### src/rtl/uart_tx.sv
`timescale 1ns/1ps
// uart_tx: double-buffered UART transmitter, one serial bit per clk.
// Frame = start(0), WIDTH data bits LSB-first, stop(1). Line idles high.
// Optional odd parity replaces the packet MSB at load time.
module uart_tx #(
  parameter int unsigned WIDTH = 64
) (
  input  logic             clk,
  input  logic             reset,
  input  logic [WIDTH-1:0] tx_data,
  input  logic             ld_tx_data,
  input  logic             gen_parity,
  output logic             tx_out,
  output logic             tx_empty,
  output logic             tx_busy,
  output logic             tx_overflow
);

  localparam int unsigned CNT_W    = 8;
  localparam logic [CNT_W-1:0] LAST_CNT = CNT_W'(WIDTH);

  typedef enum logic [1:0] {
    IDLE  = 2'd0,
    START = 2'd1,
    DATA  = 2'd2,
    STOP  = 2'd3
  } state_t;

  state_t           state;
  logic [WIDTH-1:0] hold_reg;
  logic [WIDTH-1:0] shift_reg;
  logic [CNT_W-1:0] bit_cnt;
  logic [WIDTH-1:0] load_word_c;

  // Word written into the holding register, with optional odd parity in the MSB.
  always_comb begin
    load_word_c = tx_data;
    if (gen_parity) begin
      load_word_c[WIDTH-1] = ~^tx_data[WIDTH-2:0];
    end
  end

  // Holding register, frame sequencer and all registered outputs.
  // The shifter consumes shift_reg[0] each bit and shifts right, so bit_cnt
  // only counts how many data bits have been put on the line.
  always_ff @(posedge clk) begin
    if (reset) begin
      state       <= IDLE;
      hold_reg    <= '0;
      shift_reg   <= '0;
      bit_cnt     <= '0;
      tx_out      <= 1'b1;
      tx_empty    <= 1'b1;
      tx_busy     <= 1'b0;
      tx_overflow <= 1'b0;
    end else begin
      tx_overflow <= ld_tx_data && !tx_empty;

      // Load and transfer are mutually exclusive: load needs tx_empty=1,
      // transfer needs tx_empty=0.
      if (ld_tx_data && tx_empty) begin
        hold_reg <= load_word_c;
        tx_empty <= 1'b0;
      end

      case (state)
        IDLE: begin
          tx_out  <= 1'b1;
          tx_busy <= 1'b0;
          if (!tx_empty) begin
            shift_reg <= hold_reg;
            tx_empty  <= 1'b1;
            tx_out    <= 1'b0;
            tx_busy   <= 1'b1;
            state     <= START;
          end
        end

        START: begin
          tx_out    <= shift_reg[0];
          shift_reg <= shift_reg >> 1;
          bit_cnt   <= CNT_W'(1);
          state     <= DATA;
        end

        DATA: begin
          if (bit_cnt == LAST_CNT) begin
            tx_out <= 1'b1;
            state  <= STOP;
          end else begin
            tx_out    <= shift_reg[0];
            shift_reg <= shift_reg >> 1;
            bit_cnt   <= CNT_W'(bit_cnt + CNT_W'(1));
          end
        end

        STOP: begin
          // A queued word starts immediately after the single stop bit.
          if (!tx_empty) begin
            shift_reg <= hold_reg;
            tx_empty  <= 1'b1;
            tx_out    <= 1'b0;
            tx_busy   <= 1'b1;
            state     <= START;
          end else begin
            tx_out  <= 1'b1;
            tx_busy <= 1'b0;
            state   <= IDLE;
          end
        end

        default: begin
          tx_out  <= 1'b1;
          tx_busy <= 1'b0;
          state   <= IDLE;
        end
      endcase
    end
  end

endmodule

### config.mk
export PLATFORM = sky130hd
export DESIGN_NAME = uart_tx
export DESIGN_NICKNAME = d
export VERILOG_FILES = /design/src/rtl/uart_tx.sv
export SDC_FILE = /design/constraint.sdc
export NUM_CORES = 1
export LEC_CHECK = 0
export ABC_AREA = 1
export BUFFER_PORTS_ARGS = -buffer_cell sky130_fd_sc_hd__buf_2
export CORE_ASPECT_RATIO = 0.9
export CORE_MARGIN = 8
export CORE_UTILIZATION = 46
export CTS_CLUSTER_DIAMETER = 200
export DETAILED_ROUTE_END_ITERATION = 8
export GPL_TIMING_DRIVEN = 0
export PLACE_DENSITY_LB_ADDON = 0.25
export REMOVE_ABC_BUFFERS = 1
export SYNTH_ARGS = -nofsm -noshare
export SYNTH_HDL_FRONTEND = slang
export SYNTH_SLANG_ARGS = --single-unit
### constraint.sdc
create_clock -name clk -period 1.9 [get_ports clk]
set_input_delay 0.38 -clock clk [delete_from_list [all_inputs] [get_ports clk]]
set_output_delay 0.38 -clock clk [all_outputs]
set_load 0.02 [all_outputs]
==> out/qor.yml <==
status: "finished, final reports clean"
max_slew.worst_pin.slew_ps: 517.6
cp-end-kind: "flip-flop"
dr.pass1.iters: 6
antenna_left: 0
row_count: 43
gp_congestion: 0.7637
wirelength_mm: 17.23
syn-instance-count: 1097
drc: 0
start_util_pct: 46.76
post_drt_wl_per_cell_um: 12.55
powerDensity_nw_per_um2: 1531
rrSetupSlack_ps: 60
crit_path_max_fanout: 6
min_period_over_period_pct: 96.74
slowest_delay_ps: 370
synth-seq-cells: 142
first_global_vias: 6269
synth_top_family_by_area: "simple AND/OR/NAND/NOR gates"
num_vias: 6903
antennaDiodeCount: 0
synth-compound-area-share_pct: 20.63
die_area_um2: 19780
seq_area_frac_synth_pct: 39.79
period_minus_slack_ps: 1838
rr_worst_depth: 13
synth.avg_cell_area_um2: 6.513
yosys_warnings: 0
grt_max_degree: 77
power_leakage_nw: 4.133
synth.area.mux_share_pct: 0
synth_fa_ha_area_share_pct: 1.226
hp-start: "tx_data[2]"
dp_slack_ps: -1561
hpwl_mm: 10.40
setup_viol: 0
grt_setup_unrepaired: "true"
cts_root_buf: "clkbuf_16"
whs_ps: 219.5
layout.nets: 1234
path_common_cell: "inv_2"
cts_tree: "done"
setup_slack_ps: 61.99
total_power_mw: 13.14
r2r-start: "state[0]$_SDFFE_PP0P_"
drive_gt1_share_pct: 14.35
hold_end: "hold_reg[2]$_SDFFE_PP0P_"
maxCapViolCount: 0
path_cells: "inv_2, ha_2, inv_2, nor3_4, buf_4, nor2_8, inv_2, nor2_4, inv_2, nor3_4, nand2_2, a21oi_2, o21a_1"
max-vdd-ir-drop_v: 0.0008997
stdcell_count: 1373
synth-simple-area-share_pct: 28.83
die_w_um: 147.4
numPlacedInstances: 1319
min_path_type: "primary input to flip-flop"
worst-setup-path-type: "flip-flop to flip-flop"
critical-path-slowest-cell: "dfxtp_4"
clock_sinks: 142
grt-ovfl-total: 0
initialDrtViolationCount: 403
cts_buffers: 17
grt_pass1_wl_mm: 28.84
clk_pin_slew_ps: 60
slew_viol_final: 0
core_um2: 15280
slew_headroom_pct: 65.49
htree_levels: 4
finalHoldViolations: 0
synth-xor-area-share_pct: 0.1226
num_io_pins: 72
ys_types: 29
syn_area_um2: 7144
syn_to_final_growth_pct: 20.19
cp-start-kind: "flip-flop"
skew_ps: 9.291
antenna_found_initial: 0
worstPathArrival_ps: 2200
clkLatencyLatePin_ps: 420
cp.required_ps: 2260
die_y_um: 134.2
fmax_mhz: 544.1
via_per_inst: 5.028
grt_util_all_layers_pct: 17.49
hold_depth: 3
ctsLongestPathBuffers: 2
r2r_end: "bit_cnt[6]$_SDFFE_PP0P_"
io_buffer_count: 71
area by class of cell:
cell class / count / area (um^2)
timing repair buffer: 97 / 768.2
fill: 1481 / 6693
clock inverter: 6 / 105.1
sequential: 142 / 2856
tap: 202 / 252.7
clock buffer: 25 / 505.5
multi-input combinational: 804 / 3680
timing repair inverter: 2 / 20.02
inverter: 95 / 399.1
stage by stage:
stage / TNS (ps) / util, % / instance area (um^2)
floorplan: -281410 / - / 6829
finish: 0 / 56.20 / 8587
CTS: 0 / 55.44 / 8471
global placement: -530960 / 48.67 / 7437
detailed placement: -97540 / 49.66 / 7587
global route: -61.89 / 56.20 / 8587
routing by layer:
metal  wire length, um  track usage (%)
met5                 0                0
met4               123            5.037
met3               866            4.747
met2              7647            27.75
met1              8590            22.80
synth_stat cells (all sizes together):
library cell | number | area share [%]
clkbuf | 36 | 1.9
clkinv | 1 | 0.052
buf | 21 | 2.5
o21ai | 134 | 9.4
a21oi | 72 | 5.1
a31oi | 64 | 5.6
xnor2 | 1 | 0.12
dfxtp | 142 | 40
inv | 94 | 4.9
nand3 | 13 | 1.1
nor2 | 19 | 1.3
nor3b | 4 | 0.42
ha | 7 | 1.2
nand2 | 478 | 25
o21a | 2 | 0.21
and3 | 1 | 0.088
nand4 | 1 | 0.18
a211oi | 1 | 0.11
nor3 | 5 | 0.65
o211ai | 1 | 0.18
cell families after synthesis:
kind of cell | Yosys count
simple gates | 521
compound gates | 274
buf+inv | 152
flops | 142
fa+ha+maj | 7
xor+xnor | 1
cells in the final DEF, fill, tap and decap left out, types with 3 or more instances in the layout:
master and n:
nor2_1 17, nand2_1 477, a31oi_1 64, ha_1 5, buf_2 71, clkbuf_1 3
nand3_1 11, o21ai_0 59, bufbuf_16 4, buf_12 4, inv_2 17, clkbuf_8 5
clkbuf_16 17, a21oi_2 3, o21ai_1 75, nor3b_1 4, a21oi_1 69, clkinv_2 3
nor3_4 3, dfxtp_4 3, dfxtp_1 137, bufinv_16 3, inv_1 74, buf_16 3
buf_4 13
what timing repair did:
| action | in CTS | in global routing |
|---|---|---|
| gates cloned | 6 | 1 |
| pin swaps | 3 | 4 |
| setup endpoints to repair | 76 | 77 |
| setup buffers | 9 | 7 |
| gates resized for setup | 13 | 15 |
| hold buffers | 0 | 0 |
critical path, delay by kind of cell (launching register included):
| family | cells | cell delay, ps |
|---|---|---|
| buffers and inverters | 5 | 450 |
| AOI/OAI and AO/OA | 2 | 240 |
| DFF | 1 | 370 |
| adders and majority gates | 1 | 220 |
| and+or+nand+nor | 5 | 520 |
where the power goes:
group	leakage [nW]	switching (mW)	internal, mW
clock	0.303	1.20	2.23
combinational	2.65	3.18	2.31
sequential	1.18	0.426	3.80
worst max path at each step:
stage | cells after the start | endpoint | from | slack (ps)
global placement | 7 | shift_reg[63]$_SDFFE_PP0P_ | state[0]$_SDFFE_PP0P_ | -6320
finish | 13 | bit_cnt[6]$_SDFFE_PP0P_ | state[0]$_SDFFE_PP0P_ | 60
global route | 13 | bit_cnt[6]$_SDFFE_PP0P_ | bit_cnt[0]$_SDFFE_PP0P_ | -50
detailed placement | 9 | shift_reg[21]$_SDFFE_PP0P_ | state[1]$_SDFFE_PP0P_ | -1560
floorplan | 7 | shift_reg[63]$_SDFFE_PP0P_ | state[0]$_SDFFE_PP0P_ | -4000
CTS | 9 | shift_reg[60]$_SDFFE_PP0P_ | state[0]$_SDFFE_PP0P_ | 5
No activity file was read; power rests on OpenSTA's default activity.
